`src/rtl/unified_mem_arbiter.sv`:
```
// unified_mem_arbiter: shares one single-ported memory between an instruction
// fetch port and a data load/store port. Data accesses win by default. After
// MAX_DATA_RUN data grants in a row while a fetch waits, the fetch wins once.
// Each access takes two cycles: an issue cycle in IDLE, then a completion cycle
// in FETCH or DATA.
module unified_mem_arbiter #(
  parameter int ADDR_W       = 8,
  parameter int MAX_DATA_RUN = 3
) (
  input  logic              clk,
  input  logic              rst,
  input  logic              if_req,
  input  logic [31:0]       if_addr,
  output logic              if_valid,
  output logic [31:0]       if_rdata,
  input  logic              mem_rd,
  input  logic              mem_wr,
  input  logic [31:0]       mem_addr,
  input  logic [31:0]       mem_wdata,
  output logic              mem_done,
  output logic [31:0]       mem_rdata,
  output logic              m_en,
  output logic              m_we,
  output logic [ADDR_W-1:0] m_addr,
  output logic [31:0]       m_wdata,
  input  logic [31:0]       m_rdata,
  output logic              stall_if,
  output logic              stall_mem
);

  localparam int CNT_W = (MAX_DATA_RUN < 1) ? 1 : $clog2(MAX_DATA_RUN + 1);
  localparam logic [CNT_W-1:0] RUN_MAX = CNT_W'(MAX_DATA_RUN);

  typedef enum logic [1:0] {
    S_IDLE  = 2'd0,
    S_FETCH = 2'd1,
    S_DATA  = 2'd2
  } state_t;

  state_t           r_state;
  state_t           w_next;
  logic [CNT_W-1:0] r_run_cnt;
  logic [CNT_W-1:0] w_run_cnt_nxt;
  logic             r_is_wr;
  logic [31:0]      r_if_rdata;
  logic [31:0]      r_mem_rdata;

  logic             w_data_req;
  logic             w_grant_data;
  logic             w_grant_fetch;
  logic             w_unused;

  // Upper address bits are not routed to the memory.
  assign w_unused = ^{if_addr[31:ADDR_W], mem_addr[31:ADDR_W]};

  // Arbitration is suppressed while reset is asserted. This keeps m_en low even though the state is IDLE.
  assign w_data_req    = mem_rd | mem_wr;
  assign w_grant_data  = rst && (r_state == S_IDLE) && w_data_req &&
                         !(if_req && (r_run_cnt == RUN_MAX));
  assign w_grant_fetch = rst && (r_state == S_IDLE) && if_req && !w_grant_data;

  // Read data is bypassed straight from memory during the done cycle, then held.
  assign if_rdata  = (r_state == S_FETCH) ? m_rdata : r_if_rdata;
  assign mem_rdata = (r_state == S_DATA && !r_is_wr) ? m_rdata : r_mem_rdata;

  // Stall requests hold the pipeline until the matching done pulse.
  assign stall_if  = if_req & ~if_valid;
  assign stall_mem = w_data_req & ~mem_done;

  // State register.
  always_ff @(posedge clk or negedge rst) begin
    if (!rst) r_state <= S_IDLE;
    else      r_state <= w_next;
  end

  // Next state and memory-side outputs. Memory signals are driven only in the IDLE issue cycle.
  always_comb begin
    w_next   = r_state;
    m_en     = 1'b0;
    m_we     = 1'b0;
    m_addr   = '0;
    m_wdata  = '0;
    if_valid = 1'b0;
    mem_done = 1'b0;
    case (r_state)
      S_IDLE: begin
        if (w_grant_data) begin
          m_en    = 1'b1;
          m_we    = mem_wr;
          m_addr  = mem_addr[ADDR_W-1:0];
          m_wdata = mem_wdata;
          w_next  = S_DATA;
        end else if (w_grant_fetch) begin
          m_en    = 1'b1;
          m_addr  = if_addr[ADDR_W-1:0];
          w_next  = S_FETCH;
        end
      end
      S_FETCH: begin
        if_valid = 1'b1;
        w_next   = S_IDLE;
      end
      S_DATA: begin
        mem_done = 1'b1;
        w_next   = S_IDLE;
      end
      default: w_next = S_IDLE;
    endcase
  end

  // Data-run counter: counts data grants that made a fetch wait, saturating at the limit.
  always_comb begin
    w_run_cnt_nxt = r_run_cnt;
    if (rst && r_state == S_IDLE) begin
      if (w_grant_data && if_req) begin
        if (r_run_cnt != RUN_MAX) w_run_cnt_nxt = r_run_cnt + 1'b1;
      end else if (w_grant_fetch || !if_req) begin
        w_run_cnt_nxt = '0;
      end
    end
  end

  // Run counter and write flag for the access in flight.
  always_ff @(posedge clk or negedge rst) begin
    if (!rst) begin
      r_run_cnt <= '0;
      r_is_wr   <= 1'b0;
    end else begin
      r_run_cnt <= w_run_cnt_nxt;
      if (w_grant_data) r_is_wr <= mem_wr;
    end
  end

  // Read-data holding registers, loaded on the completion cycle. Writes leave mem_rdata unchanged.
  always_ff @(posedge clk or negedge rst) begin
    if (!rst) begin
      r_if_rdata  <= '0;
      r_mem_rdata <= '0;
    end else begin
      if (r_state == S_FETCH)             r_if_rdata  <= m_rdata;
      if (r_state == S_DATA && !r_is_wr)  r_mem_rdata <= m_rdata;
    end
  end

endmodule

```
`config.mk`:
```
export PLATFORM = sky130hd
export DESIGN_NAME = unified_mem_arbiter
export DESIGN_NICKNAME = d
export VERILOG_FILES = /design/src/rtl/unified_mem_arbiter.sv
export SDC_FILE = /design/constraint.sdc
export NUM_CORES = 1
export LEC_CHECK = 0
export CAP_MARGIN = 15
export CORE_UTILIZATION = 33
export CTS_CLUSTER_SIZE = 16
export DETAILED_ROUTE_END_ITERATION = 8
export PLACE_DENSITY = 0.81
export SETUP_SLACK_MARGIN = 0.15
export SLEW_MARGIN = 20
export SYNTH_ARGS = -nofsm -noshare
export SYNTH_HDL_FRONTEND = slang
export SYNTH_SLANG_ARGS = --single-unit
```
`constraint.sdc`:
```
create_clock -name clk -period 2.77 [get_ports clk]
set_clock_uncertainty 0.2 [all_clocks]
set_input_delay 0.6925 -clock clk [delete_from_list [all_inputs] [get_ports clk]]
set_output_delay 0.6925 -clock clk [all_outputs]
set_load 0.005 [all_outputs]
```
# Word level (Yosys, flattened, before mapping)
# Index checks and enable logic that the tools add are counted.
# word_totals
elab_cells	53
mem_bits_rw	0
output_inout_bits	110
latch_bits	0
memories	0
mem_bits_ro	0
input_bits	133
register_bits	69
# op_classes
bitwise	5
n_shift	0
n_addsub	1
reduce_logical	16
order_cmp	0
eq_ne	6
multipliers	0
div_mod_pow	0
n_mux	20
# ops
cell	count
2-to-1 mux 32 bit	4
2-to-1 mux 8 bit	3
2-to-1 mux 2 bit	6
logical AND 1 bit	8
2-to-1 mux 1 bit	7
equality test 2 bit (second input constant)	2
logical NOT 1 bit	4
!= test 3 bit (second input constant)	1
AND reduction 3 bit	1
adder 2 x 1 -> 2 bit (second input constant)	1
bitwise AND 1 bit	2
equality test 2 x 1 -> 1 bit (second input constant)	1
logical NOT 2 bit	1
!= test 2 x 1 -> 1 bit (second input constant)	1
!= test 2 bit (second input constant)	1
inverter 1 bit	2
nonzero test 2 bit	1
logical OR 1 bit	1
OR 1 bit	1

# Logic depth before layout (Yosys ltp)
# Gate-level depths: netlist of the first run.
# logic_depth
ltp_word	9
depth_mapped	5
ltp_nobuf	4

# Least setup slack after synthesis of the first run
# No wires, ideal clock.
# synth_path
path_kind	input-to-output
startpoint	input port rst
endpoint	output port m_wdata[10]
required_time_ns	1.877
path_buffers	2
arrival_time_ns	1.592
path_slack_ns	0.286
path_stages	5
cell_sequence	or3b_1 buf_2 nor2_8 buf_6 and2_1
# synth_between
elab_chain_len	5
# synth_lines
element	line	text
start, declared	11	input logic rst,
logical AND 1 bit (3 in series)	58	assign w_grant_data = rst && (r_state == S_IDLE) && w_data_req &&
2-to-1 mux 32 bit	87	if (w_grant_data) begin
2-to-1 mux 32 bit	85	case (r_state)
end, declared	25	output logic [31:0] m_wdata,
# No other way between the ends.

# Worst setup path in the final report of the first run
# layout_path
startpoint	register r_state[0]
endpoint	output port mem_rdata[2]
# layout_between
elab_chain_len	3
# layout_lines
element	line	text
start, declared	40	state_t r_state;
start signal, assigned	73	else r_state <= w_next;
equality test 2 bit	64	assign mem_rdata = (r_state == S_DATA && !r_is_wr) ? m_rdata : r_mem_rdata;
logical AND 1 bit	64	
2-to-1 mux 32 bit	n/a	
end, declared	21	output logic [31:0] mem_rdata,
# No other way between the ends.

==> impl_metrics.env, run 1 <==
export IMPL_status="finished, violations left"
export IMPL_violations="DRC, setup timing"
export IMPL_leakage_nw=3.24
export IMPL_crit_required_ns=1.88
export IMPL_maxCapViolCount=0
export IMPL_path_clk_slew_ns=0.08
export IMPL_cp_end_kind="output pin"
export IMPL_synth_edff_count=0
export IMPL_die_h_um=97.7
export IMPL_num_nets_final=634
export IMPL_rsz0062_at_grt="true"
export IMPL_final_area_um2=6680
export IMPL_hold_buffers=0
export IMPL_r2r_cells=8
export IMPL_synth_compound_area_share=0.0273
export IMPL_synth_xor_area_share=0
export IMPL_area_growth_pct=121
export IMPL_stdcell_count=613
export IMPL_endpoint="mem_rdata[2]"
export IMPL_cts_root_buffer="clkbuf_8"
export IMPL_finalWorstSetupSlack_ns=-0.143
export IMPL_viasPerCell=4.80
export IMPL_grt_pass1_wl_mm=17.5
export IMPL_hold_path_class="flip-flop to flip-flop"
export IMPL_hold_depth=1
export IMPL_place_congestion=0.749
export IMPL_drcViolationCount=22
export IMPL_startpoint_type="flip-flop"
export IMPL_muxShareOfSynthArea=0.242
export IMPL_arrival_ns=2.02
export IMPL_drive_above_1_share=0.648
export IMPL_numCtsBuffers=9
export IMPL_num_fill_cells=526
export IMPL_ys_ff_latch=69
export IMPL_syn_cell_area_um2=3020
export IMPL_cp_max_fo=6
export IMPL_dr_pass1_iters=6
export IMPL_cts_tree="done"
export IMPL_path_cells="buf_6 -> nor2b_4 -> nor2b_4 -> buf_6 -> buf_12 -> buf_16 -> buf_6 -> mux2_4 -> buf_6"
export IMPL_rrSetupSlack_ns=0.63
export IMPL_synth_warnings=0
export IMPL_ir_drop_uv=351
export IMPL_multi_input_area_um2=1650
export IMPL_startpoint="r_state[0]"
export IMPL_fmax_mhz=343
export IMPL_tns_ns=-2.78
export IMPL_synth_fa_ha_area_frac=0.00414
export IMPL_ys_top_cells_by_area="dfrtp_1 57%, mux2_2 13%, mux2_1 12%, and2_1 7.0%, buf_6 2.2%"
export IMPL_r2r_start="r_state[1]"
export IMPL_dieArea_um2=9550
export IMPL_synth_largest_area_cell="dfrtp_1"
export IMPL_vias=2942
export IMPL_cp_num_cells=9
export IMPL_initial_core_util=0.343
export IMPL_p_per_area_nw_per_um2=675
export IMPL_core_area_um2=8810
export IMPL_setup_viol=51
export IMPL_regArea_um2=1730
export IMPL_dpl_cell_area_um2=5150
export IMPL_clk_latency_ns=0.33
export IMPL_min_period_over_period=1.05
export IMPL_ant_nets=0
export IMPL_syn_area_per_cell_um2=13.4
export IMPL_cp_slowest_cell="dfrtp_1"
export IMPL_cts_sinks=69
export IMPL_grt_use_total=0.240
export IMPL_portBuffers=194
export IMPL_ios=243
export IMPL_tightest_slew_ns=0.873
export IMPL_final_util=0.759
export IMPL_grt_overflow=0
export IMPL_grt_max_degree=70
export IMPL_yosys_area_top_type_share=0.571
export IMPL_dieWidth_um=97.7
export IMPL_h_tree_depth=3
export IMPL_clk_path_buf_depth=2
export IMPL_drtIter0Drc=93
export IMPL_wl_per_cell_um=20.2
export IMPL_critPathMaxStageDelay_ns=0.41
export IMPL_syn_nets=359
export IMPL_wl_mm=12.4
export IMPL_async_flop_share=1.00
export IMPL_antennaDiodeCount=0
export IMPL_critical_path_top_delay_family="buffers and inverters"
export IMPL_worstSetupPathType="flip-flop to output pin"
export IMPL_grt_pass1_vias=3223
export IMPL_synth_simple_area_share=0.119
export IMPL_seq_area_frac_synth=0.571
export IMPL_yosysUniqueCellTypes=22
export IMPL_drv_slew=0
export IMPL_rows=34
export IMPL_antenna_found_initial=0
export IMPL_netlist_instances=225
export IMPL_rr_endpoint="r_is_wr"
export IMPL_dpl_hpwl_mm=6.29
export IMPL_power_mw=4.51
export IMPL_synth_main_ff_cell="dfrtp_1"
export IMPL_placed_cells_incl_taps=526
export IMPL_synth_top_family_by_area="multiplexers"
export IMPL_cp_num_buf_inv=6
export IMPL_period_needed_ns=2.91
export IMPL_path_common_cell="buf_6"
export IMPL_maxSlewHeadroom=0.418
export IMPL_final_hold_violation_count=0
==> Yosys cell counts, types with 3 or more instances <==
| cell | count |
|---|---|
| a21oi_1 | 8 |
| clkbuf_1 | 3 |
| buf_2 | 5 |
| and2_1 | 34 |
| nand2_1 | 9 |
| nand3_1 | 8 |
| mux2_2 | 34 |
| buf_6 | 6 |
| nor2_1 | 5 |
| nor2b_1 | 3 |
| dfrtp_1 | 69 |
| mux2_1 | 31 |
==> placed cells by master, fill, tap and decap left out, types with 3 or more instances in the layout <==
cell	n
mux2_4	57
buf_6	97
nor2_1	4
and2_4	32
buf_12	13
nor2_4	4
dlygate4sd2_1	5
clkinv_4	3
dfrtp_1	68
clkbuf_16	3
nand3_2	5
mux2_2	7
buf_16	6
buf_2	15
clkbuf_2	17
buf_4	32
a21oi_2	7
nand2_1	9
clkbuf_8	9
clkdlybuf4s15_2	4
clkdlybuf4s50_1	80
==> layer usage <==
metal	GRT usage	vias to the layer above	wire [um]
met1	0.272	1459	4660
li1	-	1317	-
met4	0.0909	0	254
met2	0.439	148	6660
met3	0.0558	18	828
met5	0	-	0
==> kinds of logic (layout without fill, tap and decap cells) <==
group	count (synthesis)	after routing
AND/OR/NAND/NOR	62	65
flip-flops	69	69
adder cells (fa/ha/maj)	1	1
multiplexers	65	65
AO/OA/AOI/OAI	12	12
buffers and inverters	16	293
==> worst min path at each step <==
stage | start | endpoint | slack [ns]
2_1_floorplan | rst | r_if_rdata[0] | 0.20
3_3_place_gp | r_mem_rdata[23] | r_mem_rdata[23] | 0.27
3_5_place_dp | r_mem_rdata[11] | r_mem_rdata[11] | 0.27
4_1_cts | r_mem_rdata[19] | r_mem_rdata[19] | 0.29
5_1_grt | r_mem_rdata[5] | r_mem_rdata[5] | 0.32
6_report | r_mem_rdata[19] | r_mem_rdata[19] | 0.30
==> flip-flops by register name, indices dropped and copies added (netlist names) <==
register / flops
r_mem_rdata: 32
r_is_wr: 1
r_if_rdata: 32
r_run_cnt: 2
r_state: 2
==> metrics by stage <==
| step | setup slack [ns] | hold WS (ns) |
|---|---|---|
| after CTS | -0.130 | 0.292 |
| final | -0.143 | 0.298 |
| after floorplan | 0.286 | 0.197 |
| after global routing | -0.246 | 0.318 |
| after detailed placement | -0.587 | 0.271 |
| after global placement | -0.578 | 0.266 |
==> report_power, final <==
part	switching, mW	internal [mW]
Sequential	0.117	1.36
Combinational	0.710	1.40
Clock	0.408	0.516
==> final cells by class <==
| type | instances | share of cell area |
|---|---|---|
| Timing Repair Buffer | 276 | 0.440 |
| Sequential cell | 69 | 0.259 |
| Multi-Input combinational cell | 143 | 0.247 |
| Tap cell | 108 | 0.0202 |
| Clock buffer | 10 | 0.0191 |
| Clock inverter | 6 | 0.0142 |
| Inverter | 1 | 0.000562 |
==> worst reg2reg max path, cell delays in order (launching register included) <==
cell     delay (ns)
dfrtp_1        0.41
or3b_4         0.43
buf_6          0.14
nor2_4         0.10
buf_6          0.12
buf_16         0.11
buf_4          0.10
buf_4          0.11
mux2_1         0.31
==> repair_timing <==
item | 4_1_cts | 5_1_grt
gates cloned | 10 | 3
pin swaps | 32 | 16
buffers inserted | 39 | 19
setup endpoints to repair | 108 | 108
gates resized for setup | 487 | 146
(Power assumes the default switching activity.)
==> run 2: changes to the inputs <==
--- a/config.mk
+++ b/config.mk
@@ -15,3 +15,4 @@
 export SYNTH_ARGS = -nofsm -noshare
 export SYNTH_HDL_FRONTEND = slang
 export SYNTH_SLANG_ARGS = --single-unit
+export TNS_END_PERCENT = 10
==> run 2 against run 1 <==
Net effect:
- the run still ends with DRC, setup timing left
- clock power shrank 1%
- global-route usage shrank 0.71 points
- fmax is essentially flat
- non-clock buffer count shrank 27
- sequential share of layout area grew 2.3 points
- utilization shrank 6.3 points
- critical path type unchanged
==> impl_metrics.env, run 2 (synthesis gave the netlist of run 1 again) <==
export IMPL_regArea_um2=1730
export IMPL_ios=243
export IMPL_drv_slew=0
export IMPL_p_sw_frac=0.273
export IMPL_maxCapViolCount=0
export IMPL_clk_latency_ns=0.33
export IMPL_finalWorstSetupSlack_ns=-0.141
export IMPL_tightest_slew_ns=0.869
export IMPL_p_clk_frac=0.216
export IMPL_drive_above_1_share=0.579
export IMPL_startpoint_type="flip-flop"
export IMPL_drtIter0Drc=103
export IMPL_vias=2806
export IMPL_hold_path_class="flip-flop to flip-flop"
export IMPL_die_h_um=97.7
export IMPL_cts_sinks=69
export IMPL_critical_path_top_delay_family="buffers and inverters"
export IMPL_drcViolationCount=22
export IMPL_setup_viol=57
export IMPL_cp_max_fo=6
export IMPL_arrival_ns=2.02
export IMPL_cp_num_buf_inv=6
export IMPL_grt_overflow=0
export IMPL_numCtsBuffers=9
export IMPL_core_area_um2=8810
export IMPL_final_area_um2=6130
export IMPL_final_common_cell="clkdlybuf4s50_1"
export IMPL_p_per_area_nw_per_um2=690
export IMPL_dpl_hpwl_mm=6.29
export IMPL_antennaDiodeCount=0
export IMPL_final_util=0.696
export IMPL_leakage_nw=3.00
export IMPL_initial_core_util=0.343
export IMPL_dieWidth_um=97.7
export IMPL_maxSlewHeadroom=0.421
export IMPL_period_needed_ns=2.91
export IMPL_combPwrFrac=0.436
export IMPL_tns_ns=-3.23
export IMPL_power_mw=4.23
export IMPL_dpl_cell_area_um2=5150
export IMPL_dieArea_um2=9550
export IMPL_viasPerCell=4.79
export IMPL_stdcell_count=586
export IMPL_seqPwrFrac=0.349
export IMPL_internal_power_mw=3.07
export IMPL_cts_root_buffer="clkbuf_8"
export IMPL_top_regs="r_if_rdata (32), r_mem_rdata (32)"
export IMPL_grt_pass1_vias=3150
export IMPL_cts_tree="done"
export IMPL_clk_path_buf_depth=2
export IMPL_portBuffers=194
export IMPL_min_period_over_period=1.05
export IMPL_status="finished, violations left"
export IMPL_whs_ns=0.291
export IMPL_rows=34
export IMPL_num_fill_cells=608
export IMPL_path_common_cell="buf_6"
export IMPL_path_clk_slew_ns=0.08
export IMPL_grt_max_degree=70
export IMPL_critPathMaxStageDelay_ns=0.40
export IMPL_place_congestion=0.749
export IMPL_rsz0062_at_grt="true"
export IMPL_path_cells="buf_6 -> nor2b_4 -> nor2b_4 -> buf_6 -> buf_12 -> buf_16 -> buf_6 -> mux2_4 -> buf_6"
export IMPL_fmax_mhz=344
export IMPL_power_switching_mw=1.16
export IMPL_hold_depth=1
export IMPL_cp_num_cells=9
export IMPL_dp_slack_ns=-0.587
export IMPL_crit_required_ns=1.88
export IMPL_antenna_found_initial=0
export IMPL_layout_common_cells="80 x clkdlybuf4s50_1, 68 x dfrtp_1, 64 x mux2_4"
export IMPL_r2r_cells=8
export IMPL_num_nets_final=607
export IMPL_final_hold_violation_count=0
export IMPL_grt_pass1_wl_mm=17.0
export IMPL_wl_mm=11.0
export IMPL_violations="DRC, setup timing"
export IMPL_area_growth_pct=103
export IMPL_multi_input_area_um2=1610
export IMPL_placed_cells_incl_taps=526
export IMPL_cp_end_kind="output pin"
export IMPL_dr_pass1_iters=6
export IMPL_ant_nets=0
export IMPL_ir_drop_uv=323
export IMPL_cp_slowest_cell="dfrtp_1"
export IMPL_grt_use_total=0.233
export IMPL_h_tree_depth=3
export IMPL_wl_per_cell_um=18.9
export IMPL_worstSetupPathType="flip-flop to output pin"
[run 2: cell types whose count changed in the layout (fill, tap and decap cells not counted), sizes merged]
cell           previous run  this run
buf                     165       117
clkdlybuf4s15             4        14
dlygate4sd2               5         6
clkbuf                   30        40
[run 2: layout make-up]
class	count	share of cell area
Tap cell	108	0.0220
Sequential cell	69	0.282
Multi-Input combinational cell	143	0.262
Clock buffer	10	0.0208
Timing Repair Buffer	249	0.397
Clock inverter	6	0.0155
Inverter	1	0.000612
[run 2: path summary, 6_finish.rpt]
path	startpoint	end	slack (ns)
worst max-delay path	r_state[0]	mem_rdata[2]	-0.14
worst min-delay path	r_if_rdata[23]	r_if_rdata[23]	0.29
worst max register to register	r_state[1]	r_is_wr	0.58
worst min register to register	r_if_rdata[23]	r_if_rdata[23]	0.29
max in group asynchronous	rst	r_run_cnt[0]	1.39
min in group asynchronous	rst	r_mem_rdata[12]	0.34
[run 2: power by group through the flow]
stage,registers (mW),logic (mW),clock network [mW]
5_1_grt,1.51,1.96,0.994
3_3_place_gp,1.44,1.52,0
3_5_place_dp,1.46,1.54,0
2_1_floorplan,1.42,0.535,0
4_1_cts,1.46,1.78,0.941
6_report,1.47,1.84,0.913
[run 2: routing by layer]
metal | GRT usage | share of wire | vias to the layer above
met4 | 0.0967 | 0.025 | 0
li1 | - | - | 1263
met2 | 0.413 | 0.52 | 150
met5 | 0 | 0 | -
met1 | 0.267 | 0.39 | 1371
met3 | 0.0608 | 0.065 | 22
[run 2: what timing repair did]
item / 4_1_cts / 5_1_grt
endpoints found under the setup margin: 108 / 108
gates resized for setup: 424 / 127
hold buffers: 0 / 0
pin swaps: 19 / 9
cloned: 8 / 0
buffers inserted: 34 / 2
==> run 3: changes to the inputs <==
--- a/config.mk
+++ b/config.mk
@@ -5,7 +5,7 @@
 export SDC_FILE = /design/constraint.sdc
 export NUM_CORES = 1
 export LEC_CHECK = 0
-export CAP_MARGIN = 15
+export CAP_MARGIN = 40
 export CORE_UTILIZATION = 33
 export CTS_CLUSTER_SIZE = 16
 export DETAILED_ROUTE_END_ITERATION = 8
==> run 3 against run 2 <==
Net effect:
- the run still ends with DRC, setup timing left
- worst setup slack improved by 0.0017 ns
- largest cell class unchanged
- non-clock buffer count is 1 higher
- first-iteration DRC count shrank 18%
- largest power group unchanged
- power is 0.10% higher
- design area grew 0.33%
==> impl_metrics.env, run 3 (synthesis gave the netlist of run 1 again) <==
export IMPL_grt_overflow=0
export IMPL_top_regs="r_if_rdata (32), r_mem_rdata (32)"
export IMPL_drv_slew=0
export IMPL_area_growth_pct=103
export IMPL_startpoint_type="flip-flop"
export IMPL_core_area_um2=8810
export IMPL_layout_common_cells="80 x clkdlybuf4s50_1, 68 x dfrtp_1, 64 x mux2_4"
export IMPL_worstSetupPathType="flip-flop to output pin"
export IMPL_p_per_area_nw_per_um2=688
export IMPL_viasPerCell=4.81
export IMPL_vias=2824
export IMPL_maxSlewHeadroom=0.734
export IMPL_numCtsBuffers=9
export IMPL_period_needed_ns=2.91
export IMPL_tns_ns=-3.35
export IMPL_dieArea_um2=9550
export IMPL_final_hold_violation_count=0
export IMPL_die_h_um=97.7
export IMPL_drcViolationCount=22
export IMPL_arrival_ns=2.02
export IMPL_portBuffers=194
export IMPL_wl_per_cell_um=18.9
export IMPL_path_clk_slew_ns=0.08
export IMPL_antenna_found_initial=0
export IMPL_fmax_mhz=344
export IMPL_dieWidth_um=97.7
export IMPL_tightest_slew_ns=0.399
export IMPL_wl_mm=11.1
export IMPL_path_cells="buf_6 -> nor2b_4 -> nor2b_4 -> buf_6 -> buf_12 -> buf_16 -> buf_6 -> mux2_4 -> buf_6"
export IMPL_crit_required_ns=1.88
export IMPL_rsz0062_at_grt="true"
export IMPL_path_common_cell="buf_6"
export IMPL_initial_core_util=0.343
export IMPL_place_congestion=0.749
export IMPL_grt_pass1_wl_mm=17.0
export IMPL_maxCapViolCount=0
export IMPL_clk_path_buf_depth=2
export IMPL_grt_pass1_vias=3150
export IMPL_h_tree_depth=3
export IMPL_whs_ns=0.169
export IMPL_cp_num_buf_inv=6
export IMPL_dpl_cell_area_um2=5150
export IMPL_grt_use_total=0.233
export IMPL_final_util=0.698
export IMPL_drtIter0Drc=84
export IMPL_rrSetupSlack_ns=0.58
export IMPL_dr_pass1_iters=6
export IMPL_hold_path_class="input port to asynchronous set/reset pin"
export IMPL_leakage_nw=3.01
export IMPL_dp_slack_ns=-0.587
export IMPL_cp_slowest_cell="dfrtp_1"
export IMPL_dpl_hpwl_mm=6.29
export IMPL_cp_end_kind="output pin"
export IMPL_violations="DRC, setup timing"
export IMPL_grt_max_degree=70
export IMPL_num_nets_final=608
export IMPL_cts_sinks=69
export IMPL_clk_latency_ns=0.33
export IMPL_drive_above_1_share=0.580
export IMPL_cts_root_buffer="clkbuf_8"
export IMPL_hold_buffers=0
export IMPL_final_area_um2=6150
export IMPL_rows=34
export IMPL_finalWorstSetupSlack_ns=-0.139
export IMPL_cts_tree="done"
export IMPL_critPathMaxStageDelay_ns=0.40
export IMPL_final_common_cell="clkdlybuf4s50_1"
export IMPL_critical_path_top_delay_family="buffers and inverters"
export IMPL_ios=243
export IMPL_setup_viol=58
export IMPL_antennaDiodeCount=0
export IMPL_min_period_over_period=1.05
export IMPL_status="finished, violations left"
export IMPL_cp_max_fo=6
export IMPL_ant_nets=0
export IMPL_ir_drop_uv=324
[run 3: cell types whose count changed in the layout (fill, tap and decap cells not counted), sizes merged]
cell	before	now
buf	117	118
[run 3: power breakdown]
group	total, mW	internal, mW	switching [mW]
logic	1.85	1.20	0.643
clock network	0.913	0.515	0.397
registers	1.47	1.36	0.116
[run 3: worst register-to-register path: stages (launching register included)]
cell and delay (ns):
dfrtp_1 0.41, or3b_4 0.43, buf_6 0.14, nor2_4 0.14, buf_12 0.12, buf_16 0.11, buf_4 0.10, buf_4 0.11
mux2_1 0.31
[run 3: per-stage QoR]
step | power (mW) | std cells
after floorplan | 1.96 | 225
after global placement | 2.95 | 526
after detailed placement | 3.00 | 526
after CTS | 4.18 | 584
after global routing | 4.46 | 587
final | 4.23 | 587
[run 3: layer usage]
metal  routed length [um]  global-route usage
met1                 4300               0.267
met2                 5750               0.413
met3                  720              0.0608
met4                  302              0.0967
met5                    0                   0
[run 3: path summary, 6_finish.rpt]
check                           cells after the start            from              end
worst max-delay path                                9      r_state[0]     mem_rdata[2]
worst min-delay path                                2             rst  r_mem_rdata[14]
worst max register to register                      8      r_state[1]          r_is_wr
worst min register to register                      1  r_if_rdata[23]   r_if_rdata[23]
max in group asynchronous                           3             rst     r_run_cnt[0]
min in group clk                                    1  r_if_rdata[23]   r_if_rdata[23]
[run 3: final cells by class]
type,count,area [um2]
clock inverters,6,95.1
fillers,608,2660
repair buffers,250,2450
clock buffers,10,128
flip-flops and latches,69,1730
multi-input cells,143,1610
well taps,108,135
inverters,1,3.75
[run 3: timing repair]
item | CTS | global route
pin swaps | 19 | 9
setup endpoints to repair | 108 | 108
gates cloned | 8 | 0
resized for setup | 424 | 127
setup buffers | 34 | 2
endpoints found under the hold margin | 0 | 0
